**src/rtl/pcd_pause_scheduler.sv**
```systemverilog
// PCD modified-Miller pause scheduler: X/Y/Z sequences in, tick-accurate pcd_pause_n out.
// Optional SOF auto-insertion when PCD_PAUSE_SCHED_AUTO_SOF_EN is defined.
module pcd_pause_scheduler #(
   parameter int CNT_W    = 8,
   parameter int GAP_BITS = 5
) (
   input  logic             clk,
   input  logic             rst,
   input  logic             seq_valid,
   input  logic [1:0]       seq,
   input  logic             seq_last,
   output logic             seq_ready,
   input  logic [CNT_W-1:0] cfg_bit_time,
   input  logic [CNT_W-1:0] cfg_x_start,
   input  logic [CNT_W-1:0] cfg_z_start,
   input  logic [CNT_W-1:0] cfg_pause_len,
   output logic             pcd_pause_n,
   output logic             sending,
   output logic             start_of_bit,
   output logic             seq_err,
   output logic             underrun
);

   localparam logic [1:0] S_IDLE = 2'd0;
   localparam logic [1:0] S_BIT  = 2'd1;
   localparam logic [1:0] S_GAP  = 2'd2;

   localparam logic [1:0] SEQ_E = 2'd0;
   localparam logic [1:0] SEQ_X = 2'd1;
   localparam logic [1:0] SEQ_Z = 2'd3;

   localparam int GAP_W = CNT_W + 3;

   logic [1:0]       state;
   logic [CNT_W-1:0] bit_cnt;
   logic [CNT_W-1:0] pause_cnt;
   logic [CNT_W-1:0] bt_q;
   logic [CNT_W-1:0] xs_q;
   logic [CNT_W-1:0] zs_q;
   logic [CNT_W-1:0] len_q;
   logic [GAP_W-1:0] gap_cnt;
   logic [GAP_W-1:0] gap_end;
   logic [1:0]       cur_seq;
   logic             cur_last;
   logic             pause_q;
   logic             err_q;
   logic             bit_end;
   logic             trigger;
   logic             accept;
   logic             hold;

`ifdef PCD_PAUSE_SCHED_AUTO_SOF_EN
   logic             sof_q;
   logic [1:0]       pend_seq;
   logic             pend_last;
   assign hold = sof_q;
`else
   assign hold = 1'b0;
`endif

   assign bit_end = (state == S_BIT) && (bit_cnt == bt_q - 1'b1);
   assign gap_end = GAP_W'(GAP_BITS) * GAP_W'(bt_q) - 1'b1;

   always_comb begin
      seq_ready = 1'b0;
      case (state)
         S_IDLE:  seq_ready = 1'b1;
         S_BIT:   seq_ready = bit_end && !cur_last && !hold;
         default: seq_ready = 1'b0;
      endcase
   end

   assign accept       = seq_valid && seq_ready;
   assign underrun     = bit_end && !cur_last && !hold && !seq_valid;
   assign trigger      = (state == S_BIT) &&
                         (((cur_seq == SEQ_X) && (bit_cnt == xs_q)) ||
                          ((cur_seq == SEQ_Z) && (bit_cnt == zs_q)));
   assign sending      = (state == S_BIT);
   assign start_of_bit = sending && (bit_cnt == '0);
   assign pcd_pause_n  = !pause_q;
   assign seq_err      = err_q;

   always_ff @(posedge clk) begin
      if (rst) begin
         state     <= S_IDLE;
         bit_cnt   <= '0;
         gap_cnt   <= '0;
         pause_cnt <= '0;
         pause_q   <= 1'b0;
         err_q     <= 1'b0;
         cur_seq   <= SEQ_E;
         cur_last  <= 1'b0;
         bt_q      <= '0;
         xs_q      <= '0;
         zs_q      <= '0;
         len_q     <= '0;
`ifdef PCD_PAUSE_SCHED_AUTO_SOF_EN
         sof_q     <= 1'b0;
         pend_seq  <= SEQ_E;
         pend_last <= 1'b0;
`endif
      end else begin
         err_q <= accept && (seq == SEQ_E);
         // pause runs off its own counter so it may spill into the next bit or GAP
         if (trigger) begin
            pause_q   <= 1'b1;
            pause_cnt <= len_q - 1'b1;
         end else if (pause_q) begin
            if (pause_cnt == '0) pause_q <= 1'b0;
            else pause_cnt <= pause_cnt - 1'b1;
         end
         case (state)
            S_IDLE: begin
               if (accept) begin
                  state   <= S_BIT;
                  bit_cnt <= '0;
                  bt_q    <= cfg_bit_time;
                  xs_q    <= cfg_x_start;
                  zs_q    <= cfg_z_start;
                  len_q   <= cfg_pause_len;
`ifdef PCD_PAUSE_SCHED_AUTO_SOF_EN
                  cur_seq   <= SEQ_Z;
                  cur_last  <= 1'b0;
                  pend_seq  <= seq;
                  pend_last <= seq_last;
                  sof_q     <= 1'b1;
`else
                  cur_seq  <= seq;
                  cur_last <= seq_last;
`endif
               end
            end
            S_BIT: begin
               if (!bit_end) begin
                  bit_cnt <= bit_cnt + 1'b1;
`ifdef PCD_PAUSE_SCHED_AUTO_SOF_EN
               end else if (hold) begin
                  cur_seq  <= pend_seq;
                  cur_last <= pend_last;
                  sof_q    <= 1'b0;
                  bit_cnt  <= '0;
`endif
               end else if (accept) begin
                  cur_seq  <= seq;
                  cur_last <= seq_last;
                  bit_cnt  <= '0;
               end else begin
                  state   <= S_GAP;
                  gap_cnt <= '0;
                  bit_cnt <= '0;
               end
            end
            S_GAP: begin
               if (gap_cnt == gap_end) state <= S_IDLE;
               else gap_cnt <= gap_cnt + 1'b1;
            end
            default: state <= S_IDLE;
         endcase
      end
   end

endmodule
```
**config.mk**
```make
export PLATFORM = sky130hd
export DESIGN_NAME = pcd_pause_scheduler
export DESIGN_NICKNAME = d
export VERILOG_FILES = /design/src/rtl/pcd_pause_scheduler.sv
export SDC_FILE = /design/constraint.sdc
export NUM_CORES = 1
export LEC_CHECK = 0
export CORE_MARGIN = 2
export CORE_UTILIZATION = 55
export CTS_CLUSTER_DIAMETER = 100
export DETAILED_ROUTE_END_ITERATION = 6
export PLACE_DENSITY = 0.83
export SETUP_SLACK_MARGIN = 0.02
export SYNTH_ARGS = -nofsm -noshare
export SYNTH_HDL_FRONTEND = slang
export SYNTH_SLANG_ARGS = --single-unit
```
**constraint.sdc**
```tcl
create_clock -name clk -period 5.3 [get_ports clk]
set_input_delay 1.06 -clock clk [delete_from_list [all_inputs] [get_ports clk]]
set_output_delay 1.06 -clock clk [all_outputs]
set_load 0.01 [all_outputs]
```
==> metrics.csv, run 1 <==
metric;value;unit
wl;9.80;mm
overflow;0;
postSynthAreaPerCell;8.18;um2
post_cts_buffers;0;
async_flop_share;0;%
status;completed;
swShare;32.0;%
worstMarginPinSlew;1.10;ns
path_max_fanout;7;
num_vias;3697;
rsz0062_at_grt;no;
fill_cells;660;
yosysWarnings;0;
final_area;4910;um2
finalMaxSlewViolations;0;
maxSlewHeadroom;26.4;%
m1WireLength;4.45;mm
start_util;56.0;%
critPathRequiredTime;4.24;ns
dp_hpwl;7.25;mm
synth_area;4260;um2
final_cell_mix;89 x nand2_1, 66 x dfxtp_1, 51 x a21oi_1, 42 x clkdlybuf4s50_1, 34 x nor2_1;
ctsHoldBuffers;0;
synthCells;521;
place_area;4710;um2
power_density;264;nW/um2
die_y;92.0;um
crit_arrival;3.16;ns
antenna_cells;0;
cts_tree;built;
port_buffers;43;
holdCritPathClass;flip-flop to flip-flop;
grt_pass1_wl;17.2;mm
pin_count;44;
wl_per_cell;14.8;um
die_area;8470;um2
wl_met2;4.76;mm
power.share.sequential;41.3;%
fin_nets;621;
synth_seq_cells;66;
end_kind;output pin;
cts_resized;0;
power_frac_comb;24.5;%
min_period_over_period;79.7;%
min_period;4.22;ns
grt_start_max_net_pins;55;
drt_iter0_drc;192;
h-tree-depth;3;
tns;0;ns
synth_seq_area_share;31.0;%
gp_congestion;0.913;
fp.coreArea;7610;um2
clock_power_share;34.1;%
die_x;92.0;um
crit_type;flip-flop to output pin;
grt_pass1_vias;3771;
drt_first_pass_iters;4;
finalClockSkew;0.00890;ns
clkSinkCount;66;
drc;0;
cts.clk_slew.worst_paths;0.07;ns
cts_root_buf;clkbuf_8;
num_rows;32;
hold_violations;0;
vias_per_cell;5.60;
cts_buffers;9;
insertion_delay;0.36;ns
intPower;0.880;mW
syn_to_final_growth;15.2;%
synth.distinct_cells;67;
net-switching-power;0.414;mW
maxUsedRoutingLayer;met4;
antenna_found_initial;0;
startpoint_type;flip-flop;
cts_buffer_depth;2;
p_leak;1.98;nW
synth_edf_count;0;
final_layout_size_suffix_gt1_share;6.99;%
final_common_cell;nand2_1;
track_usage;25.0;%
syn_nets;589;
ant_nets;0;
vdd.ir_drop.worst;0.192;mV
max_freq;237;MHz
setup_violations;0;
wl_met3;405;um
synth_flop_cell;dfxtp_1;
drv_cap;0;
## cell families after synthesis
group / after synthesis / share of synthesized area, %
adder cells (fa/ha/maj): 30 / 9.87
buffers and inverters: 52 / 5.20
AND/OR/NAND/NOR: 209 / 24.3
XOR/XNOR: 53 / 11.7
flip-flops: 66 / 31.0
multiplexers: 6 / 1.41
AO/OA/AOI/OAI: 105 / 16.4
## critical path, stage by stage, from the launching register on
cell and delay (ns):
dfxtp_1 0.49, inv_1 0.17, ha_1 0.25, a21bo_2 0.23, nand3_1 0.08, nand4b_1 0.22, or4_4 0.56, nor3_1 0.23
clkdlybuf4s50_1 0.59
## cells in the mapped netlist (3+ instances only)
cell        n  area, um2
o21ai_1     8       40.0
nand2b_1    5       31.3
inv_1      28        105
o311ai_1    5       43.8
clkbuf_1   14       52.6
or4_1       3       22.5
ha_1       24        300
and3_1      9       56.3
mux2i_1     6       60.1
nor3_1     14       70.1
a2bb2oi_1   3       26.3
nand4_1     6       37.5
a21oi_1    51        255
nand2_1    89        334
fa_1        6        120
a211oi_1    8       60.1
nand3_1    13       65.1
nand3b_1    3       22.5
dfxtp_1    66       1320
xor2_1     29        254
o21ai_0     4       20.0
buf_2       6       30.0
and2_1      5       31.3
nor4_1      6       37.5
nor2_1     34        128
xnor2_1    21        184
or3_1       7       43.8
nor3_2      4       40.0
## power groups by stage
stage	logic, mW	registers, mW	clock network [mW]
2_1_floorplan	0.240	0.539	0
3_3_place_gp	0.308	0.545	0
3_5_place_dp	0.316	0.546	0
4_1_cts	0.319	0.535	0.445
5_1_grt	0.356	0.538	0.471
6_report	0.318	0.534	0.442
## per-layer routing
layer	up-vias	GRT usage [%]
met2	87	43.3
met1	1719	31.9
li1	1873	-
met4	0	7.09
met3	18	4.77
met5	-	0
## path summary, 6_finish.rpt
| kind | startpoint | to | slack [ns] | depth (start not counted) |
|---|---|---|---|---|
| setup reg to reg | bt_q[5]$_SDFFE_PP0P_ | gap_cnt[8]$_SDFFE_PP0P_ | 1.61 | 11 |
| hold / removal | xs_q[0]$_SDFFE_PP0P_ | xs_q[0]$_SDFFE_PP0P_ | 0.47 | 2 |
| hold reg to reg | xs_q[0]$_SDFFE_PP0P_ | xs_q[0]$_SDFFE_PP0P_ | 0.47 | 2 |
| setup / recovery | bt_q[0]$_SDFFE_PP0P_ | underrun | 1.08 | 8 |
## state kept, by name (all words and copies together), names as in the netlist, 2 cells and up
name / count
len_q: 8
cur_seq: 2
bit_cnt: 8
bt_q: 8
xs_q: 8
pause_cnt: 8
state: 2
zs_q: 8
gap_cnt: 11
## per-stage QoR
| step | instances | util (%) | power, mW | setup WS (ns) | hold slack [ns] |
|---|---|---|---|---|---|
| floorplan | 521 | - | 0.779 | 2.16 | 0.448 |
| global placement | 644 | 61.9 | 0.852 | 1.51 | 0.457 |
| detailed placement | 644 | 61.9 | 0.863 | 1.45 | 0.462 |
| CTS | 660 | 64.5 | 1.30 | 1.06 | 0.473 |
| global route | 660 | 64.5 | 1.37 | 0.878 | 0.490 |
| finish | 660 | 64.5 | 1.29 | 1.08 | 0.472 |
## final cells by class
class                   instances  area, um2  area share (%)
well taps                     102        128            2.60
clock buffers                   9        124            2.52
repair buffers                 44        433            8.82
flip-flops and latches         66       1320            26.9
clock inverters                 7       77.6            1.58
multi-input cells             403       2720            55.4
inverters                      29        109            2.22
Power figures use the tool's default switching activity.
==> run 2, diff against run 1 <==
--- a/config.mk
+++ b/config.mk
@@ -6,10 +6,10 @@
 export NUM_CORES = 1
 export LEC_CHECK = 0
 export CORE_MARGIN = 2
-export CORE_UTILIZATION = 55
+export CORE_UTILIZATION = 52
 export CTS_CLUSTER_DIAMETER = 100
 export DETAILED_ROUTE_END_ITERATION = 6
-export PLACE_DENSITY = 0.83
+export PLACE_DENSITY = 0.82
 export SETUP_SLACK_MARGIN = 0.02
 export SYNTH_ARGS = -nofsm -noshare
 export SYNTH_HDL_FRONTEND = slang
==> constraint.sdc (replaced) <==
create_clock -name clk -period 3.85 [get_ports clk]
set_input_delay 0.77 -clock clk [delete_from_list [all_inputs] [get_ports clk]]
set_output_delay 0.77 -clock clk [all_outputs]
set_load 0.01 [all_outputs]
==> run 2 against run 1 <==
Effect of this change: global-route usage down 1.3 points; setup slack worse by 0.81 ns; non-clock buffer count up 5; largest cell class unchanged; flip-flop and latch count unchanged; first-iteration DRC count down 18%; clock power up 43%; count of clock-buffer cells in the layout unchanged.
==> metrics.csv, run 2 (same netlist as run 1, synthesis figures left out) <==
metric;value;unit;change
status;completed;;unchanged
rr_startpoint;bt_q[2]$_SDFFE_PP0P_;;was bt_q[5]$_SDFFE_PP0P_
startpoint_type;flip-flop;;unchanged
cts_buffer_depth;2;;unchanged
crit_arrival;2.81;ns;was 3.16 ns
holdCritPathClass;flip-flop to flip-flop;;unchanged
dp_hpwl;7.30;mm;was 7.25 mm
largest_reg_flops;11;;unchanged
critPathMaxStageDelay;0.61;ns;was 0.59 ns
min-delay-start;xs_q[2]$_SDFFE_PP0P_;;was xs_q[0]$_SDFFE_PP0P_
wl_per_cell;14.9;um;was 14.8 um
antenna_found_initial;0;;unchanged
insertion_delay;0.36;ns;about the same
h-tree-depth;3;;unchanged
final_cell_count_no_fill;668;;was 660
vdd.ir_drop.worst;0.297;mV;was 0.192 mV
cp_slowest_cell;clkdlybuf4s50_1;;unchanged
drt_iter0_drc;157;;was 192
cp_num_buf_inv;2;;unchanged
place_ws;0.296;ns;was 1.45 ns
power.total;1.81;mW;was 1.29 mW
maxSlewHeadroom;62.4;%;was 26.4%
fill_cells;736;;was 660
crit_type;flip-flop to output pin;;unchanged
end_kind;output pin;;unchanged
min_period;3.58;ns;
pin_count;44;;unchanged
drv_cap;0;;unchanged
port_buffers;43;;unchanged
setup_violations;0;;unchanged
path_max_fanout;5;;was 7
ant_nets;0;;unchanged
placed_cells;652;;was 644
cts_root_buf;clkbuf_8;;unchanged
fin_ws;0.270;ns;was 1.08 ns
grt_pass1_wl;16.7;mm;was 17.2 mm
vias_per_cell;5.64;;was 5.60
top_register;gap_cnt;;unchanged
fp.coreArea;8090;um2;was 7610 um2
finalMaxSlewViolations;0;;unchanged
setup.worst_path.start;bt_q[2]$_SDFFE_PP0P_;;was bt_q[0]$_SDFFE_PP0P_
min_period_over_period;93.0;%;
cts_buffers;9;;unchanged
final_cell_mix;89 x nand2_1, 62 x dfxtp_1, 51 x a21oi_1, 41 x clkdlybuf4s50_1, 34 x nor2_1;;was 89 x nand2_1, 66 x dfxtp_1, 51 x a21oi_1, 42 x clkdlybuf4s50_1, 34 x nor2_1
num_rows;33;;was 32
power_density;366;nW/um2;was 264 nW/um2
critPathRequiredTime;3.08;ns;was 4.24 ns
max_freq;279;MHz;
path_cells;inv_1, ha_1, xnor3_1, and3_1, o22ai_2, o41ai_2, clkdlybuf4s50_1;;was inv_1, ha_1, a21bo_2, nand3_1, nand4b_1, or4_4, nor3_1, clkdlybuf4s50_1
start_util;52.6;%;was 56.0%
cp_top_family;buffers and inverters;;was simple AND/OR/NAND/NOR gates
drc;0;;unchanged
clkSinkCount;66;;unchanged
antenna_cells;0;;unchanged
overflow;0;;unchanged
tns;0;ns;unchanged
final_common_cell;nand2_1;;unchanged
cts.clk_slew.worst_paths;0.09;ns;was 0.07 ns
finalClockSkew;0.0121;ns;was 0.00890 ns
gp_congestion;0.932;;was 0.913
num_vias;3767;;was 3697
rsz0062_at_grt;no;;unchanged
track_usage;23.7;%;was 25.0%
grt_start_max_net_pins;54;;was 55
syn_to_final_growth;16.4;%;was 15.2%
final_layout_size_suffix_gt1_share;8.88;%;was 6.99%
wl;9.97;mm;was 9.80 mm
fin_nets;626;;was 621
die_y;94.5;um;was 92.0 um
drt_first_pass_iters;4;;unchanged
worstMarginPinSlew;0.565;ns;was 1.10 ns
grt_pass1_vias;3578;;was 3771
die_area;8930;um2;was 8470 um2
p_leak;2.01;nW;was 1.98 nW
hold_violations;0;;unchanged
cts_tree;built;;unchanged
die_x;94.5;um;was 92.0 um
==> run 2: final cells by class <==
type	count	area (um2)	share of cell area, %
Clock inverter	7	82.6	1.66
Timing Repair Buffer	49	469	9.46
Multi-Input combinational cell	403	2720	54.8
Inverter	29	109	2.19
Tap cell	105	131	2.65
Sequential cell	66	1330	26.7
Clock buffer	9	124	2.50
==> run 2: worst register-to-register path: stages, from the launching register on <==
cell	delay [ns]
dfxtp_1	0.47
inv_1	0.14
fa_1	0.56
inv_1	0.05
ha_1	0.35
a21o_1	0.26
a221o_1	0.39
a211oi_2	0.22
nand4_2	0.19
o41ai_4	0.46
or3_1	0.19
o211ai_1	0.07
==> run 2: path summary, 6_finish.rpt <==
| kind | end | slack [ns] | depth (start not counted) |
|---|---|---|---|
| max reg2reg | gap_cnt[8]$_SDFFE_PP0P_ | 0.38 | 11 |
| max | seq_ready | 0.27 | 7 |
| min | xs_q[2]$_SDFFE_PP0P_ | 0.47 | 2 |
| min reg2reg | xs_q[2]$_SDFFE_PP0P_ | 0.47 | 2 |
==> run 2: layer usage <==
metal | wire length (um) | vias up | track usage, %
met5 | 0 | - | 0
li1 | - | 1872 | -
met1 | 4440 | 1778 | 29.6
met3 | 317 | 29 | 3.43
met2 | 4890 | 88 | 40.1
met4 | 317 | 0 | 11.8
==> run 2: repair_timing <==
item,4_1_cts,5_1_grt
setup endpoints to repair,1,0
setup buffers,0,0
gates resized for setup,7,0
hold buffers,0,0
==> run 2: through the flow <==
stage	utilization [%]	hold WS, ns	area (um2)
after floorplan	-	0.448	4260
after global placement	58.7	0.457	4750
after global routing	61.3	0.498	4960
after CTS	61.3	0.471	4960
after detailed placement	58.7	0.461	4750
final	61.3	0.471	4960
==> run 2: power by group <==
part	total, mW	internal, mW	leakage (nW)	switching, mW
Clock	0.632	0.311	0.104	0.321
Combinational	0.445	0.201	1.37	0.244
Sequential	0.736	0.708	0.539	0.0283
==> run 3, diff against run 2 <==
--- a/config.mk
+++ b/config.mk
@@ -6,10 +6,10 @@
 export NUM_CORES = 1
 export LEC_CHECK = 0
 export CORE_MARGIN = 2
-export CORE_UTILIZATION = 52
+export CORE_UTILIZATION = 55
 export CTS_CLUSTER_DIAMETER = 100
 export DETAILED_ROUTE_END_ITERATION = 6
-export PLACE_DENSITY = 0.82
+export PLACE_DENSITY = 0.83
 export SETUP_SLACK_MARGIN = 0.02
 export SYNTH_ARGS = -nofsm -noshare
 export SYNTH_HDL_FRONTEND = slang
==> constraint.sdc (replaced) <==
create_clock -name clk -period 3.92 [get_ports clk]
set_input_delay 0.784 -clock clk [delete_from_list [all_inputs] [get_ports clk]]
set_output_delay 0.784 -clock clk [all_outputs]
set_load 0.01 [all_outputs]
==> run 3 against run 2 <==
Effect of this change: cell area increased by 0.30%; count of clock-buffer cells in the layout up 2; via count is 1.0% lower; wire length decreased by 3.0%; combinational power down 3%; non-clock buffer count unchanged; sequential power decreased by 2%; critical path depth is 1 higher; highest routed layer unchanged.
==> metrics.csv, run 3 (same netlist as run 1, synthesis figures left out) <==
metric;value;unit;change
maxSlewHeadroom;31.6;%;was 62.4%
start_util;56.0;%;was 52.6%
dp_hpwl;7.08;mm;was 7.30 mm
min_period_over_period;95.2;%;
pin_count;44;;unchanged
wl_per_cell;14.6;um;was 14.9 um
die_area;8470;um2;was 8930 um2
num_rows;32;;was 33
drv_cap;0;;unchanged
syn_to_final_growth;16.8;%;was 16.4%
final_cell_mix;89 x nand2_1, 61 x dfxtp_1, 51 x a21oi_1, 42 x clkdlybuf4s50_1, 34 x nor2_1;;was 89 x nand2_1, 62 x dfxtp_1, 51 x a21oi_1, 41 x clkdlybuf4s50_1, 34 x nor2_1
final_common_cell;nand2_1;;unchanged
drt_first_pass_iters;5;;was 4
vias_per_cell;5.61;;was 5.64
finalClockSkew;0.0139;ns;was 0.0121 ns
antenna_found_initial;0;;unchanged
hold_violations;0;;unchanged
num_vias;3728;;was 3767
crit_type;flip-flop to output pin;;unchanged
setup.worst_path.start;bt_q[3]$_SDFFE_PP0P_;;was bt_q[2]$_SDFFE_PP0P_
path_max_fanout;4;;was 5
port_buffers;43;;unchanged
rsz0062_at_grt;no;;unchanged
startpoint_type;flip-flop;;unchanged
vdd.ir_drop.worst;0.260;mV;was 0.297 mV
antenna_cells;0;;unchanged
power_density;361;nW/um2;was 366 nW/um2
min_period;3.73;ns;
setup_violations;0;;unchanged
crit_arrival;2.95;ns;was 2.81 ns
max_freq;268;MHz;
place_ws;0.348;ns;was 0.296 ns
grt_start_max_net_pins;55;;was 54
cts_tree;built;;unchanged
power.total;1.80;mW;was 1.81 mW
h-tree-depth;3;;unchanged
ant_nets;0;;unchanged
insertion_delay;0.35;ns;was 0.36 ns
holdCritPathClass;flip-flop to flip-flop;;unchanged
clkSinkCount;66;;unchanged
top_register;gap_cnt;;unchanged
end_kind;output pin;;unchanged
die_y;92.0;um;was 94.5 um
fin_nets;626;;unchanged
timing.hold.ws;0.468;ns;was 0.471 ns
drc;0;;unchanged
final_layout_size_suffix_gt1_share;8.90;%;was 8.88%
cts_buffers;9;;unchanged
cts_root_buf;clkbuf_8;;unchanged
critPathRequiredTime;3.14;ns;was 3.08 ns
track_usage;24.1;%;was 23.7%
largest_reg_flops;11;;unchanged
finalMaxSlewViolations;0;;unchanged
cts_buffer_depth;2;;unchanged
cts.clk_slew.worst_paths;0.07;ns;was 0.09 ns
tns;0;ns;unchanged
grt_pass1_vias;3633;;was 3578
fp.coreArea;7610;um2;was 8090 um2
grt_pass1_wl;16.5;mm;was 16.7 mm
overflow;0;;unchanged
rr_startpoint;bt_q[2]$_SDFFE_PP0P_;;unchanged
worstMarginPinSlew;1.03;ns;was 0.565 ns
min-delay-start;zs_q[4]$_SDFFE_PP0P_;;was xs_q[2]$_SDFFE_PP0P_
die_x;92.0;um;was 94.5 um
status;completed;;unchanged
wl;9.67;mm;was 9.97 mm
p_leak;2.01;nW;about the same
fin_ws;0.187;ns;was 0.270 ns
drt_iter0_drc;237;;was 157
gp_congestion;0.948;;was 0.932
## run 3: changes by cell type in the layout (fill, tap and decap cells not counted), sizes merged
cell	change
inv	-4
clkbuf	+2
bufinv	+1
clkdlybuf4s50	+1
dlygate4sd2	-1
## run 3: what timing repair did
action	in CTS	in global routing
hold buffers	0	0
gates resized for setup	2	6
setup endpoints to repair	1	1
setup buffers	0	2
endpoints found under the hold margin	0	0
## run 3: layer usage
metal	track usage [%]	share of wire, %	vias to the layer above
met2	41.1	48	115
li1	-	-	1872
met4	8.58	2.9	0
met3	5.42	4.7	23
met5	0	0	-
met1	30.0	44	1718
## run 3: worst max-delay path: stages, from the launching register on
cell	delay [ns]
dfxtp_1	0.42
inv_2	0.11
ha_1	0.25
xor3_1	0.20
nor3_2	0.21
o22ai_2	0.15
or4_4	0.56
nor3_2	0.14
clkdlybuf4s50_1	0.56
## run 3: final timing paths
| path | endpoint | slack, ns | cells past startpoint |
|---|---|---|---|
| setup / recovery | underrun | 0.19 | 8 |
| hold / removal | zs_q[4]$_SDFFE_PP0P_ | 0.47 | 2 |
| setup reg to reg | gap_cnt[8]$_SDFFE_PP0P_ | 0.53 | 11 |
| hold reg to reg | zs_q[4]$_SDFFE_PP0P_ | 0.47 | 2 |
## run 3: where the power goes
group	total (mW)	switching [mW]	internal (mW)
logic	0.432	0.236	0.197
registers	0.724	0.0278	0.696
clock network	0.642	0.269	0.373
## run 3: layout make-up
class / instances / area, um2
timing repair buffer: 49 / 470
clock inverter: 4 / 76.3
clock buffer: 11 / 141
fill: 655 / 2630
inverter: 29 / 109
multi-input combinational: 403 / 2720
sequential: 66 / 1330
tap: 102 / 128
## run 3: through the flow
| stage | utilization [%] | std cells | instance area [um2] |
|---|---|---|---|
| 2_1_floorplan | - | 521 | 4260 |
| 3_3_place_gp | 62.2 | 647 | 4730 |
| 3_5_place_dp | 62.2 | 647 | 4730 |
| 4_1_cts | 65.1 | 662 | 4950 |
| 5_1_grt | 65.4 | 664 | 4970 |
| 6_report | 65.4 | 664 | 4970 |
==> patch: new RTL, config.mk and constraints of run 3 <==
Add a define of `PCD_PAUSE_SCHED_AUTO_SOF_EN`.
--- a/src/rtl/pcd_pause_scheduler.sv
+++ b/src/rtl/pcd_pause_scheduler.sv
@@ -1,5 +1,7 @@
 // PCD modified-Miller pause scheduler: X/Y/Z sequences in, tick-accurate pcd_pause_n out.
 // Optional SOF auto-insertion when PCD_PAUSE_SCHED_AUTO_SOF_EN is defined.
+`define PCD_PAUSE_SCHED_AUTO_SOF_EN
+
 module pcd_pause_scheduler #(
    parameter int CNT_W    = 8,
    parameter int GAP_BITS = 5
Behaviour: not the same (a bounded check fails within 4 cycles, from zero or initial values and one cycle with rst high).
==> patch against run 3 <==
  * Sequential cell count grew 4
  * Area after synthesis shrank 0.12%
  * Global-route usage grew 0.22 points
  * Register-to-register slack lost 0.14 ns
  * Die area shrank 0.11%
  * Count of clock-buffer cells in the layout shrank 2
  * Via count shrank 1.6%
  * Cell area shrank 0.75%
  * Worst setup slack gained 0.047 ns
  * Clock skew shrank 0.0028 ns
  * Power shrank 3.7%
  * Routed wire length shrank 4.0%
  * Critical path type unchanged
  * Critical endpoint is now seq_ready
  * Highest routed layer unchanged
==> patch: results (changes against run 3) <==
\begin{tabular}{lr}
\hline
Metric & Value \\
\hline
\multicolumn{2}{l}{\textbf{Drt}} \\
Number of DRC violations after detailed routing & 0 (unchanged) \\
Via count & 3667 (was 3728) \\
Metal1 wirelength & 4093 microns (was 4284 microns) \\
Final wirelength & 9279 microns (was 9669 microns) \\
Post-DR vias/cell & 5.506 (was 5.614) \\
Detailed route wirelength on metal2 & 4669 microns (was 4653 microns) \\
First-pass detailed-route iteration total & 4 (was 5) \\
Violation count after the first detailed-route iteration & 156 (was 237) \\
Met3 routed wirelength & 328 microns (was 455 microns) \\
\multicolumn{2}{l}{\textbf{Status}} \\
Status & finished, final reports clean (unchanged) \\
\multicolumn{2}{l}{\textbf{Global routing}} \\
Overall routing resource usage & 24.34\% (was 24.12\%) \\
Global-route wire length before repair & 16820 microns (was 16490 microns) \\
Met1 demand-to-capacity share in global routing & 28.60\% (was 29.97\%) \\
Via count of the first global-routing pass & 3780 (was 3633) \\
Maximum number of pins on one net before global-route repair & 36 (was 55) \\
\multicolumn{2}{l}{\textbf{Setup path}} \\
Number of cells on the worst reg-to-reg path & 12 (was 11) \\
Critical path peak fanout & 5 (was 4) \\
\multicolumn{2}{l}{\textbf{Power and ir drop}} \\
Highest ir drop seen on vdd & 258.6 uV (was 260.3 uV) \\
Static Leakage & 1.971 nW (was 2.010 nW) \\
Combinational power & 0.437 mW (was 0.432 mW) \\
Internal Pwr Total & 1.173 mW (was 1.266 mW) \\
Sequential fraction of design power & 44.8\% (was 40.2\%) \\
\multicolumn{2}{l}{\textbf{Synthesis}} \\
Mux contribution to synthesized area & 2.587\% (was 1.410\%) \\
Largest cells by area after synthesis & dfxtp\_1 33\%, nand2\_1 8.3\%, ha\_1 7.1\% (was dfxtp\_1 31\%, nand2\_1 7.8\%, ha\_1 7.0\%) \\
Net Count, Synth & 593 (was 589) \\
Adder and majority cell fraction of the synthesized area & 9.879\% (was 9.868\%) \\
Parity-gate share of the synthesized area counting xor and xnor cells & 12.73\% (was 11.75\%) \\
Cells after Synth & 525 (was 521) \\
Part of the Yosys area used for sequential elements & 32.93\% (was 31.01\%) \\
\multicolumn{2}{l}{\textbf{Placement}} \\
DP Worst Slack & 0.3163 ns (was 0.3475 ns) \\
Final weighted congestion of routability-driven global placement & 0.8406 (was 0.9481) \\
Detailed placement HPWL & 7047 microns (was 7082 microns) \\
\multicolumn{2}{l}{\textbf{Timing}} \\
Transition at the pin with the smallest max-transition slack & 0.6246 ns (was 1.026 ns) \\
Final setup skew & 0.01113 ns (was 0.01394 ns) \\
\multicolumn{2}{l}{\textbf{Cells and area}} \\
Final layout net count & 628 (was 626) \\
Share of layout cells above drive strength 1 & 7.624\% (was 8.897\%) \\
\hline
\end{tabular}
patch: layout make-up:
| type | count | area (sq um) | share of cell area (%) |
|---|---|---|---|
| multi-input cells | 399 | 2645 | 53.57 |
| flip-flops and latches | 70 | 1406 | 28.48 |
| repair buffers | 49 | 470.5 | 9.529 |
| well taps | 102 | 127.6 | 2.585 |
| clock buffers | 9 | 123.9 | 2.509 |
| inverters | 31 | 116.4 | 2.357 |
| clock inverters | 6 | 47.55 | 0.9630 |
patch: metrics by stage:
stage          util, %  cell area [sq um]  hold WS (ns)  power, mW
2_1_floorplan        -               4255        0.4360      1.111
3_3_place_gp     62.45               4751        0.4413      1.208
3_5_place_dp     62.45               4751        0.4525      1.226
4_1_cts          64.74               4925        0.4626      1.741
5_1_grt          64.90               4937        0.4893      1.831
6_report         64.90               4937        0.4626      1.732
patch: path summary, 6_finish.rpt:
kind / endpoint / start / slack, ns
setup / recovery: seq_ready / bt_q[1] / 0.23
hold / removal: pend_last / pend_last / 0.46
setup reg to reg: gap_cnt[4] / bt_q[0] / 0.39
hold reg to reg: pend_last / pend_last / 0.46
patch: critical path: cells and delay by family (launching register included):
kind	cells	cell delay, ns
AO/OA/AOI/OAI	3	0.54
adder cells (fa/ha/maj)	1	0.23
buffers and inverters	2	0.67
flip-flops	1	0.40
AND/OR/NAND/NOR	3	0.72
patch: kinds of logic after synthesis:
| logic type | Yosys count |
|---|---|
| buffers and inverters | 56 |
| muxes | 11 |
| adders and majority gates | 30 |
| DFF | 70 |
| and+or+nand+nor | 185 |
| AOI/OAI and AO/OA | 112 |
| xor gates and xnor gates | 61 |
